--- src/rtl/lc2k_multicycle_ctrl.sv ---
// Multicycle LC2K control FSM: fetch, decode, execute, memory and writeback sequencing.
// Optional performance counters are enabled with the LC2K_PERF_CNT_EN macro.
module lc2k_multicycle_ctrl #(
    parameter int MEM_TIMEOUT = 16,
    parameter int CNT_W       = 32
) (
    input  logic             clk,
    input  logic             reset,
    input  logic [2:0]       opcode,
    input  logic             alu_eq,
    input  logic             mem_ack,
    output logic             mem_req,
    output logic             mem_we,
    output logic             mem_addr_sel,
    output logic             ir_write,
    output logic             CONTROL_ALUvalB,
    output logic [1:0]       alu_op,
    output logic             reg_write,
    output logic [1:0]       wb_sel,
    output logic             wb_dst,
    output logic             pc_write,
    output logic [1:0]       pc_sel,
    output logic             halted,
    output logic             bus_error
`ifdef LC2K_PERF_CNT_EN
    ,
    output logic [CNT_W-1:0] cycle_cnt,
    output logic [CNT_W-1:0] instret
`endif
);

    typedef enum logic [3:0] {
        S_FETCH, S_DECODE, S_EXEC, S_ALU_WB, S_ADDR, S_MEM_RD, S_MEM_WR,
        S_LW_WB, S_BEQ, S_BEQ_UPD, S_JALR, S_ADV, S_HALT, S_ERR
    } state_t;

    typedef struct packed {
        logic       mem_req;
        logic       mem_we;
        logic       mem_addr_sel;
        logic       ir_write;
        logic       val_b;
        logic [1:0] alu_op;
        logic       reg_write;
        logic [1:0] wb_sel;
        logic       wb_dst;
        logic       pc_write;
        logic [1:0] pc_sel;
        logic       halted;
        logic       bus_error;
    } ctl_t;

    localparam int TW = (MEM_TIMEOUT > 1) ? $clog2(MEM_TIMEOUT) : 1;

    state_t        state, next_state;
    logic [TW-1:0] tcnt;
    logic          eq_q;
    logic          in_mem;
    logic          timeout_hit;
    ctl_t          ctl;

    assign in_mem = (state == S_FETCH) || (state == S_MEM_RD) || (state == S_MEM_WR);
    // The counter holds the number of non-ack cycles already spent, so expiry is
    // the cycle in which it reads MEM_TIMEOUT-1 and the ack is still missing.
    assign timeout_hit = (MEM_TIMEOUT != 0) && (tcnt == TW'(MEM_TIMEOUT - 1));

    // NOTE: sequential state uses non-blocking assignments so every register
    // samples pre-edge values regardless of statement order.
    always_ff @(posedge clk) begin
        if (reset) begin
            state <= S_FETCH;
            tcnt  <= '0;
            eq_q  <= 1'b0;
        end else begin
            state <= next_state;
            if (state == S_BEQ)
                eq_q <= alu_eq;
            if (next_state != state)
                tcnt <= '0;
            else if (in_mem)
                tcnt <= tcnt + 1'b1;
        end
    end

    // NOTE: every signal written here gets a default first, so no path can
    // leave one unassigned and infer a latch.
    always_comb begin
        next_state = state;
        ctl        = '0;
        case (state)
            S_FETCH: begin
                ctl.mem_req  = 1'b1;
                ctl.ir_write = mem_ack;
                if (mem_ack)
                    next_state = S_DECODE;
                else if (timeout_hit)
                    next_state = S_ERR;
            end
            S_DECODE: begin
                case (opcode)
                    3'b000, 3'b001: next_state = S_EXEC;
                    3'b010, 3'b011: next_state = S_ADDR;
                    3'b100:         next_state = S_BEQ;
                    3'b101:         next_state = S_JALR;
                    3'b110:         next_state = S_HALT;
                    default:        next_state = S_ADV;
                endcase
            end
            S_EXEC: begin
                ctl.val_b  = 1'b1;
                ctl.alu_op = {1'b0, opcode[0]};
                next_state = S_ALU_WB;
            end
            S_ALU_WB: begin
                ctl.reg_write = 1'b1;
                ctl.pc_write  = 1'b1;
                next_state    = S_FETCH;
            end
            S_ADDR: begin
                next_state = opcode[0] ? S_MEM_WR : S_MEM_RD;
            end
            S_MEM_RD: begin
                ctl.mem_req      = 1'b1;
                ctl.mem_addr_sel = 1'b1;
                if (mem_ack)
                    next_state = S_LW_WB;
                else if (timeout_hit)
                    next_state = S_ERR;
            end
            S_MEM_WR: begin
                ctl.mem_req      = 1'b1;
                ctl.mem_we       = 1'b1;
                ctl.mem_addr_sel = 1'b1;
                if (mem_ack)
                    next_state = S_ADV;
                else if (timeout_hit)
                    next_state = S_ERR;
            end
            S_LW_WB: begin
                ctl.reg_write = 1'b1;
                ctl.wb_sel    = 2'b01;
                ctl.wb_dst    = 1'b1;
                ctl.pc_write  = 1'b1;
                next_state    = S_FETCH;
            end
            S_BEQ: begin
                ctl.val_b  = 1'b1;
                ctl.alu_op = 2'b10;
                next_state = S_BEQ_UPD;
            end
            S_BEQ_UPD: begin
                ctl.pc_write = 1'b1;
                ctl.pc_sel   = eq_q ? 2'b01 : 2'b00;
                next_state   = S_FETCH;
            end
            S_JALR: begin
                ctl.reg_write = 1'b1;
                ctl.wb_sel    = 2'b10;
                ctl.wb_dst    = 1'b1;
                ctl.pc_write  = 1'b1;
                ctl.pc_sel    = 2'b10;
                next_state    = S_FETCH;
            end
            S_ADV: begin
                ctl.pc_write = 1'b1;
                next_state   = S_FETCH;
            end
            S_HALT:  ctl.halted    = 1'b1;
            S_ERR:   ctl.bus_error = 1'b1;
            default: next_state    = S_FETCH;
        endcase
        // Reset forces every output low, so no request or write escapes mid-reset.
        if (reset)
            ctl = '0;
    end

    assign mem_req         = ctl.mem_req;
    assign mem_we          = ctl.mem_we;
    assign mem_addr_sel    = ctl.mem_addr_sel;
    assign ir_write        = ctl.ir_write;
    assign CONTROL_ALUvalB = ctl.val_b;
    assign alu_op          = ctl.alu_op;
    assign reg_write       = ctl.reg_write;
    assign wb_sel          = ctl.wb_sel;
    assign wb_dst          = ctl.wb_dst;
    assign pc_write        = ctl.pc_write;
    assign pc_sel          = ctl.pc_sel;
    assign halted          = ctl.halted;
    assign bus_error       = ctl.bus_error;

`ifdef LC2K_PERF_CNT_EN
    logic retire;
    assign retire = (next_state != state) &&
                    ((next_state == S_FETCH) || (next_state == S_HALT));

    always_ff @(posedge clk) begin
        if (reset) begin
            cycle_cnt <= '0;
            instret   <= '0;
        end else begin
            if ((state != S_HALT) && (state != S_ERR) && (cycle_cnt != '1))
                cycle_cnt <= cycle_cnt + 1'b1;
            if (retire && (instret != '1))
                instret <= instret + 1'b1;
        end
    end
`else
    logic unused_cfg;
    assign unused_cfg = ^CNT_W;
`endif

endmodule

--- config.mk ---
export PLATFORM = sky130hd
export DESIGN_NAME = lc2k_multicycle_ctrl
export DESIGN_NICKNAME = d
export VERILOG_FILES = /design/src/rtl/lc2k_multicycle_ctrl.sv
export SDC_FILE = /design/constraint.sdc
export NUM_CORES = 1
export LEC_CHECK = 0
export ABC_AREA = 1
export ABC_CLOCK_PERIOD_IN_PS = 2450
export BUFFER_PORTS_ARGS = -buffer_cell sky130_fd_sc_hd__buf_2
export CORE_UTILIZATION = 50
export DETAILED_ROUTE_END_ITERATION = 8
export PLACE_DENSITY = 0.86
export SLEW_MARGIN = 20
export SYNTH_ARGS = -nofsm -noshare
export SYNTH_HDL_FRONTEND = slang
export SYNTH_SLANG_ARGS = --single-unit
--- constraint.sdc ---
create_clock -name clk -period 2.45 [get_ports clk]
set_input_delay 0.245 -clock clk [delete_from_list [all_inputs] [get_ports clk]]
set_output_delay 0.245 -clock clk [all_outputs]
set_load 0.02 [all_outputs]
# Yosys cells after proc, flatten, opt, wreduce, memory -nomap -nowiden
# Index checks and enable logic that the tools add are counted.
word_totals:
  register_bits: 9
  latchBits: 0
  ram_bits: 0
  mem_bits_ro: 0
  input_bits: 7
  output_inout_bits: 16
  elab_cells: 57
  mem_count: 0
classes:
  addsub: 1
  n_mul: 0
  div_mod_pow: 0
  order_cmp: 0
  eq_ne: 21
  shifts: 0
  mux: 20
  bitwise_logic: 0
  reduce_logical: 12
ops:
  columns: ["operator", "count"]
  rows:
  - ["4-bit one-hot mux with 8 select lines", 1]
  - ["4-bit == test, second input constant", 7]
  - ["4-bit one-hot mux with 5 select lines", 1]
  - ["4-bit by 3-bit == test with 1-bit output, second input constant", 4]
  - ["16-bit 2-to-1 mux", 1]
  - ["4-bit 2-to-1 mux", 4]
  - ["3-bit one-hot mux with 2 select lines", 2]
  - ["2-bit OR reduction", 5]
  - ["3-bit == test, second input constant", 3]
  - ["1-bit 2-to-1 mux", 9]
  - ["4-bit by 2-bit == test with 1-bit output, second input constant", 2]
  - ["3-bit by 2-bit == test with 1-bit output, second input constant", 2]
  - ["3-bit OR reduction", 2]
  - ["5-bit OR reduction", 1]
  - ["4-bit by 1-bit adder with 4-bit output, second input constant", 1]
  - ["4-bit by 1-bit == test with 1-bit output, second input constant", 1]
  - ["4-bit zero test", 1]
  - ["4-bit inequality test", 1]
  - ["2-bit one-hot mux with 2 select lines", 1]
  - ["3-bit by 1-bit == test with 1-bit output, second input constant", 1]
  - ["3-bit zero test", 1]
  - ["1-bit logical OR", 2]
  - ["2-bit 2-to-1 mux", 1]

# Logic depth before layout (Yosys ltp)
# Gate-level depths: netlist (run 1).
logic_depth:
  word_depth: 6
  ltp_mapped: 13
  depth_no_buf: 12

# Worst setup path after synthesis (run 1)
# OpenSTA, ideal clock, no wires.
synth_timing:
  kind: "flip-flop to output port"
  startpoint: "register state[3]"
  endpoint: "output port wb_dst"
  t_arrival_ns: 1.323
  setup_slack_ns: 0.882
  stages_incl_launch_ff: 5
  path_cell_list: "dfxtp_1 > inv_2 > nand2_1 > nor3_1 > or2_2"
synth_via:
  elab_chain_len: 3
  word_cells_on_any_way: 4
  cone_classes: "eq/ne: 2; mux: 2"
synth_lines:
  columns: ["element", "line", "text"]
  rows:
  - ["start, declared", "55", "state_t state, next_state;"]
  - ["start signal, assigned", "75", "state <= next_state;"]
  - ["4-bit == test / 4-bit by 3-bit == test with 1-bit output (equally long branches)", "90", "case (state)"]
  - ["3-bit one-hot mux with 2 select lines *", "90", null]
  - ["16-bit 2-to-1 mux *", "173", "if (reset)"]
  - ["end, declared", "20", "output logic wb_dst,"]
# Every way passes the cells marked *; elsewhere a longest branch is shown, timed or not.

# Worst setup path in the final report (run 1)
# Ends and elaborated chain as after synthesis.

==> run_results.csv, run 1 <==
group,metric,value,unit
global_route,grt_pass1_vias,859,
detailed_routing,dr_wl_met2,959,um
status,status,"finished, final reports clean",
logic_synthesis,yosysTopAreaCell,"nand2_1",
place,dpl.hpwl,1720,um
sta,tightest_slew,350,ps
layout,diodes,0,
min_path,hold_class,"in2reg",
clocking,post_cts_resized,0,
pwr,p_seq_frac,0.234,
critical_path,critical_path.endpoint_type,"output port",
sta,rsz0062_at_grt,"no",
logic_synthesis,ys_ff_latch,9,
detailed_routing,wl_per_cell,11.5,um
floorplanning,die_w,43.0,um
global_route,grt_use_total,0.268,
sta,clock_skew,9.10,ps
critical_path,criticalPathCategory,"reg2out",
layout,layout_common_cells,"49 x nand2_1, 25 x nor2_1, 22 x buf_2, 18 x inv_1",
clocking,cts_setup_buffers,0,
critical_path,path_max_fanout,7,
min_path,hp-start,"alu_eq",
logic_synthesis,synth.avg_cell_area,5.50,sq um
detailed_routing,dr_wl_met3,197,um
sta,setup_viol,0,
critical_path,setup.worst_path.start_class,"flop",
pwr,power.static_leakage,0.563,nW
logic_synthesis,netlist_top_cells_area,"nand2_1 22%, dfxtp_1 21%, nor2_1 11%, inv_1 8.0%, a21oi_1 6.0%",
layout,drive_gt1_frac,0.213,
pwr,pwr-share-clk,0.124,
detailed_routing,drt-vias-per-instance,5.27,
critical_path,critPathRequiredTime,2200,ps
min_path,hold_end,"eq_q",
sta,final_max_slew_viol_count,0,
place,io_buffers,22,
logic_synthesis,yosysSeqAreaShare,0.214,
clocking,cts_inserted_buffers,3,
global_route,grt_start_max_net_pins,19,
pwr,p_per_area,1050,nW/um^2
critical_path,r2r_cells,12,
detailed_routing,drc,0,
layout,area_delta_synth_final,15.0,%
logic_synthesis,async_flop_share,0,
sta,relSlewSlack,0.766,
min_path,min_path_cells,3,
floorplanning,fp.coreArea,1540,sq um
layout,layout.nets,183,
critical_path,timing.rr.start,"state[1]",
clocking,path_clk_slew,70,ps
detailed_routing,met1Wirelength,978,um
pwr,p_int,0.456,mW
logic_synthesis,synth_flop_cell,"dfxtp_1",
detailed_routing,routed.top_layer,"met4",
critical_path,cp.arrival,1650,ps
clocking,h-tree-depth,1,
pwr,pwr-share-comb,0.642,
clocking,cts.sinks,9,
sta,setup_tns,0,ps
clocking,cts_tree,"built",
floorplanning,io_pins,23,
critical_path,timing.rr.end,"tcnt[0]",
pwr,switchingPower,0.555,mW
place,gp_congestion,0.971,
detailed_routing,detail-route-antenna-nets,0,
logic_synthesis,syn-num-nets,161,
pwr,vdd_drop_max,0.000540,V
logic_synthesis,synth_edf_count,0,
clocking,clk_path_buf_depth,2,
floorplanning,rows,14,
global_route,gr-total-overflow,0,
detailed_routing,drt_iter0_drc,39,
clocking,ctsHoldBuffers,0,
logic_synthesis,syn_area,841,sq um
logic_synthesis,ys_types,24,
logic_synthesis,synth_top_area_frac,0.219,
floorplanning,die_y,43.0,um
detailed_routing,dr_total_vias,1002,
logic_synthesis,syn-instance-count,153,
sta,fmax,529,MHz
logic_synthesis,yosysWarnings,0,
clocking,cts_root_buffer,"clkbuf_4",
sta,timing.final.crit_share,0.772,
floorplanning,dieArea,1850,sq um
critical_path,ff2ff_setup_slack,670,ps
sta,period_needed,1890,ps
global_route,antenna_found_initial,0,
layout,final_util,0.627,
pwr,swShare,0.549,
detailed_routing,wl,2180,um
clocking,insertion_delay,280,ps
floorplanning,start_util,0.545,
layout,final_common_cell,"nand2_1",
job,drv_cap,0,
sta,final-hold-violation-count,0,
detailed_routing,first_pass_iters,4,
global_route,grt_pass1_wl,3720,um
layout,n_fill_cell,154,
==> power by group through the flow <==
stage                     Clock (mW)  Combinational (mW)  Sequential (mW)
after floorplan                    0               0.547            0.204
after global placement             0               0.624            0.236
after detailed placement           0               0.638            0.238
after CTS                      0.126               0.641            0.235
after global routing           0.134               0.730            0.246
final                          0.125               0.649            0.237
==> Yosys cell counts (2+ instances only) <==
cell type	number
a21oi_1	10
buf_4	3
dfxtp_1	9
inv_1	18
inv_2	3
nand2_1	49
nand2_2	3
nand3_1	10
nor2_1	25
nor2_2	3
nor3_1	4
o21ai_0	2
xnor2_1	3
==> per-layer routing <==
layer	global-route usage	vias to the layer above
li1	-	519
met1	0.371	422
met2	0.406	54
met3	0.0638	7
met4	0.0909	0
met5	0	-
==> state kept, by name, indices dropped and copies added (netlist names) <==
name and flops:
eq_q 1, tcnt 4, state 4
==> worst max-delay path: stages (launching register included) <==
cell and delay (ps):
dfxtp_1 500, inv_2 120, nor2_1 140, inv_1 100, nor2_1 110, nand2_1 80
inv_1 80, or2_2 100, buf_2 150
==> area by class of cell <==
cell class | count | area [sq um] | share of cell area
Inverter | 21 | 78.8 | 0.0815
Clock buffer | 4 | 26.3 | 0.0272
Multi-Input combinational cell | 118 | 552 | 0.571
Sequential cell | 9 | 180 | 0.186
Timing Repair Buffer | 22 | 110 | 0.114
Tap cell | 16 | 20.0 | 0.0207
==> kinds of logic after synthesis <==
kind of cell / synth area share
flip-flops: 0.214
XOR/XNOR: 0.0313
buffers and inverters: 0.129
AO/OA/AOI/OAI: 0.0952
multiplexers: 0.0134
adder cells (fa/ha/maj): 0.0149
AND/OR/NAND/NOR: 0.502
==> worst max path at each step <==
stage,endpoint,from,depth (start not counted)
6_report,wb_dst,state[3],8
4_1_cts,wb_dst,state[3],8
3_5_place_dp,tcnt[0],state[0],12
5_1_grt,wb_dst,state[3],8
3_3_place_gp,tcnt[0],state[1],10
2_1_floorplan,wb_dst,state[3],4
==> per-stage QoR <==
| stage | total power, mW | cell area [sq um] | hold WS, ps | std cells | worst slack [ps] |
|---|---|---|---|---|---|
| floorplan | 0.751 | 841 | 379 | 153 | 882 |
| finish | 1.01 | 967 | 201 | 190 | 559 |
| CTS | 1.00 | 967 | 208 | 190 | 581 |
| detailed placement | 0.876 | 941 | 484 | 186 | 734 |
| global route | 1.11 | 967 | 206 | 190 | 371 |
| global placement | 0.860 | 941 | 475 | 186 | 739 |
Note: power is estimated with default switching activity, not from simulation.
==> run 2: changes to the inputs <==
- ABC_CLOCK_PERIOD_IN_PS: 2450 -> 1870
- clock period: 2.45 -> 1.87 ns (I/O delays scaled with it)
==> run_results.csv, run 2 (synthesized netlist as in run 1, its figures left out) <==
group,metric,value,unit
status,status,"finished, final reports clean",
pwr,power.static_leakage,0.565,nW
critical_path,criticalPathCategory,"reg2out",
detailed_routing,wl,2260,um
place,gp_congestion,0.971,
pwr,p_per_area,1380,nW/um^2
clocking,cts.sinks,9,
critical_path,timing.rr.end,"tcnt[0]",
detailed_routing,wl_per_cell,11.9,um
floorplanning,die_y,43.0,um
clocking,cts_tree,"built",
global_route,gr-total-overflow,0,
sta,timing.final.crit_share,0.931,
layout,layout_common_cells,"49 x nand2_1, 25 x nor2_1, 22 x buf_2, 18 x inv_1",
sta,relSlewSlack,0.777,
sta,clock_skew,9.12,ps
critical_path,ff2ff_setup_slack,210,ps
clocking,cts_root_buffer,"clkbuf_4",
clocking,h-tree-depth,1,
pwr,vdd_drop_max,0.000695,V
floorplanning,start_util,0.545,
critical_path,crit_start,"state[3]",
detailed_routing,drc,0,
layout,final_common_cell,"nand2_1",
sta,setup_tns,0,ps
sta,fmax,575,MHz
global_route,grt_use_total,0.262,
floorplanning,io_pins,23,
layout,final_cells,190,
layout,layout.nets,183,
clocking,path_clk_slew,70,ps
global_route,antenna_found_initial,0,
global_route,grt_start_max_net_pins,19,
layout,top_regs,"state: 4 flops, tcnt: 4 flops, eq_q: 1 flops",
detailed_routing,drt-vias-per-instance,5.49,
job,drv_cap,0,
detailed_routing,drt_iter0_drc,38,
layout,drive_gt1_frac,0.236,
clocking,insertion_delay,270,ps
floorplanning,dieArea,1850,sq um
global_route,met2_usage,0.400,
critical_path,timing.rr.start,"tcnt[0]",
critical_path,critPathRequiredTime,1680,ps
global_route,grt_pass1_wl,3700,um
layout,area_delta_synth_final,15.6,%
floorplanning,rows,14,
min_path,hold_class,"in2reg",
sta,whs,148,ps
sta,setup_viol,0,
sta,final-hold-violation-count,0,
critical_path,cp.arrival,1550,ps
sta,rsz0062_at_grt,"no",
layout,n_fill_cell,160,
floorplanning,die_w,43.0,um
layout,final_area,972,sq um
floorplanning,fp.coreArea,1540,sq um
critical_path,r2r_cells,12,
place,io_buffers,22,
detailed_routing,detail-route-antenna-nets,0,
global_route,grt.busiest_layer,"met2",
critical_path,path_max_fanout,7,
global_route,grt_pass1_vias,872,
critical_path,critical_path.endpoint_type,"output port",
critical_path,setup.worst_path.start_class,"flop",
global_route,grt_use_met3,0.0638,
place,dpl_cell_area,941,sq um
critical_path,setup.worst_path.end,"wb_dst",
detailed_routing,first_pass_iters,4,
sta,period_needed,1740,ps
layout,diodes,0,
place,placedCellCount,186,
detailed_routing,dr_total_vias,1044,
place,dpl.hpwl,1780,um
global_route,grt_util_met1,0.353,
clocking,cts_inserted_buffers,3,
sta,final_max_slew_viol_count,0,
clocking,clk_path_buf_depth,2,
clocking,cts_setup_buffers,0,
sta,tightest_slew,333,ps
==> run 2: cell counts in the layout (fill, tap and decap cells not counted) <==
No cell type changed its count.
==> run 2: per-layer routing <==
metal / wire, um / vias to the layer above
li1: - / 519
met1: 974 / 450
met4: 53 / 0
met2: 980 / 67
met5: 0 / -
met3: 254 / 8
==> run 2: critical path, stage by stage (launching register included) <==
cell,delay (ps)
dfxtp_2,370
inv_2,120
nor2_1,70
inv_1,100
nor2_1,60
nand2_1,90
inv_1,60
or2_2,260
buf_2,160
==> run 2: area by class of cell <==
type                       count  area (sq um)  area share
multi-input combinational    118           552       0.568
timing repair buffer          22           110       0.113
clock buffer                   4          26.3      0.0270
inverter                      21          78.8      0.0811
sequential                     9           185       0.190
tap                           16          20.0      0.0206
==> run 2: how the worst min path moves through the flow <==
stage	cells past startpoint	endpoint	slack [ps]	startpoint
detailed placement	3	eq_q	430	alu_eq
CTS	3	eq_q	150	alu_eq
finish	3	eq_q	150	alu_eq
global route	3	eq_q	140	alu_eq
floorplan	2	eq_q	320	alu_eq
global placement	3	eq_q	420	alu_eq
==> run 2: power breakdown <==
part	switching (mW)	internal (mW)	leakage, nW
clock network	0.0792	0.0826	0.0150
logic	0.577	0.280	0.475
registers	0.0747	0.243	0.0748
==> run 2: repair_timing <==
action,4_1_cts,5_1_grt
hold buffers,0,0
gates resized for setup,0,4
hold endpoints to repair,0,0
setup endpoints to repair,0,9
==> run 2: metrics by stage <==
stage / utilization / power [mW] / setup slack (ps)
after floorplan: - / 0.984 / 360
after global placement: 0.610 / 1.13 / 159
after detailed placement: 0.610 / 1.15 / 157
after CTS: 0.627 / 1.31 / 44.0
after global routing: 0.631 / 1.46 / 21.0
final: 0.631 / 1.34 / 129
==> run 3: changes to the inputs <==
- CTS_BUF_LIST: not set -> sky130_fd_sc_hd__clkbuf_2 sky130_fd_sc_hd__clkbuf_4 sky130_fd_sc_hd__clkbuf_8
==> run_results.csv, run 3 (synthesized netlist as in run 1, its figures left out) <==
group,metric,value,unit
detailed_routing,wl_per_cell,12.0,um
floorplanning,fp.coreArea,1540,sq um
detailed_routing,drt-vias-per-instance,5.57,
sta,tightest_slew,359,ps
critical_path,cp_slowest_cell,"dfxtp_2",
sta,period_needed,1750,ps
clocking,cts_tree,"built",
clocking,cts.sinks,9,
sta,rsz0062_at_grt,"no",
layout,top_regs,"state: 4 flops, tcnt: 4 flops, eq_q: 1 flops",
critical_path,criticalPathCategory,"reg2out",
sta,setup_tns,0,ps
global_route,gr-total-overflow,0,
sta,relSlewSlack,0.760,
floorplanning,io_pins,23,
place,io_buffers,22,
clocking,cts_root_buffer,"clkbuf_4",
detailed_routing,dr_total_vias,1058,
sta,final_max_slew_viol_count,0,
clocking,clk_path_buf_depth,2,
critical_path,cp.arrival,1560,ps
clocking,cts_inserted_buffers,3,
status,status,"finished, final reports clean",
pwr,vdd_drop_max,0.000692,V
layout,area_delta_synth_final,16.1,%
critical_path,setup.worst_path.start_class,"flop",
place,dpl.hpwl,1780,um
floorplanning,die_y,43.0,um
critical_path,critPathRequiredTime,1680,ps
layout,diodes,0,
critical_path,slowest_delay,370,ps
place,gp_congestion,0.971,
clocking,h-tree-depth,1,
sta,setup_viol,0,
global_route,grt_pass1_vias,878,
sta,fmax,572,MHz
layout,final_common_cell,"nand2_1",
floorplanning,die_w,43.0,um
layout,final_area,976,sq um
critical_path,cp_cell_sequence,"inv_2 -> nor2_1 -> inv_1 -> nor2_1 -> nand2_1 -> inv_1 -> or2_2 -> buf_2",
critical_path,critical_path.endpoint_type,"output port",
sta,timing.final.crit_share,0.936,
pwr,power.static_leakage,0.568,nW
sta,final-hold-violation-count,0,
layout,layout.nets,183,
global_route,grt_use_total,0.263,
layout,layout_common_cells,"49 x nand2_1, 25 x nor2_1, 22 x buf_2, 18 x inv_1",
detailed_routing,drc,0,
detailed_routing,wl,2280,um
layout,drive_gt1_frac,0.241,
critical_path,ff2ff_setup_slack,220,ps
clocking,insertion_delay,270,ps
critical_path,path_max_fanout,7,
floorplanning,start_util,0.545,
detailed_routing,first_pass_iters,4,
floorplanning,dieArea,1850,sq um
pwr,p_per_area,1380,nW/um^2
sta,clock_skew,9.65,ps
floorplanning,rows,14,
global_route,grt_pass1_wl,3710,um
detailed_routing,detail-route-antenna-nets,0,
min_path,hold_class,"in2reg",
global_route,antenna_found_initial,0,
detailed_routing,drt_iter0_drc,40,
job,drv_cap,0,
place,dpl_cell_area,941,sq um
global_route,grt_start_max_net_pins,19,
clocking,path_clk_slew,70,ps
## run 3: changes by cell type in the layout (fill, tap and decap cells not counted)
| cell | previous run | this run |
|---|---|---|
| clkbuf_1 | 1 | 0 |
| clkbuf_4 | 3 | 4 |
## run 3: through the flow
stage                     setup WS (ps)   util  hold WS (ps)  std cells  total power, mW
final                               120  0.633           149        190             1.35
after global routing               21.0  0.633           142        190             1.47
after CTS                          44.0  0.630           152        190             1.33
after floorplan                     360      -           321        153            0.984
after detailed placement            157  0.610           426        186             1.15
after global placement              159  0.610           417        186             1.13
## run 3: final timing paths
kind            start  cells after the start  endpoint
max          state[3]                      8    wb_dst
min            alu_eq                      3      eq_q
max reg2reg  state[0]                     12   tcnt[0]
min reg2reg   tcnt[3]                      3   tcnt[3]
## run 3: final cells by class
class	instances	area [sq um]
clock buffer	4	30.0
fill	159	566
inverter	21	78.8
multi-input combinational	118	552
sequential	9	185
tap	16	20.0
timing repair buffer	22	110
## run 3: critical path, delay by kind of cell, from the launching register on
kind / cells / cell delay, ps
AND/OR/NAND/NOR: 4 / 480
buffers and inverters: 4 / 450
flip-flops: 1 / 370
## run 3: what timing repair did
item,CTS,global route
hold buffers,0,0
endpoints found under the setup margin,0,10
resized for setup,0,4
setup buffers,0,0
## run 3: report_power, final
group          switching (mW)  internal [mW]  total (mW)
Sequential             0.0743          0.243       0.318
Clock                  0.0789         0.0970       0.176
Combinational           0.578          0.280       0.858
Total                   0.731          0.621        1.35
## run 3: layer usage
| metal | track usage | vias to the layer above | part of all wire |
|---|---|---|---|
| met4 | 0.103 | 0 | 0.028 |
| met3 | 0.0766 | 10 | 0.11 |
| li1 | - | 523 | - |
| met2 | 0.403 | 67 | 0.43 |
| met5 | 0 | - | 0 |
| met1 | 0.345 | 458 | 0.43 |
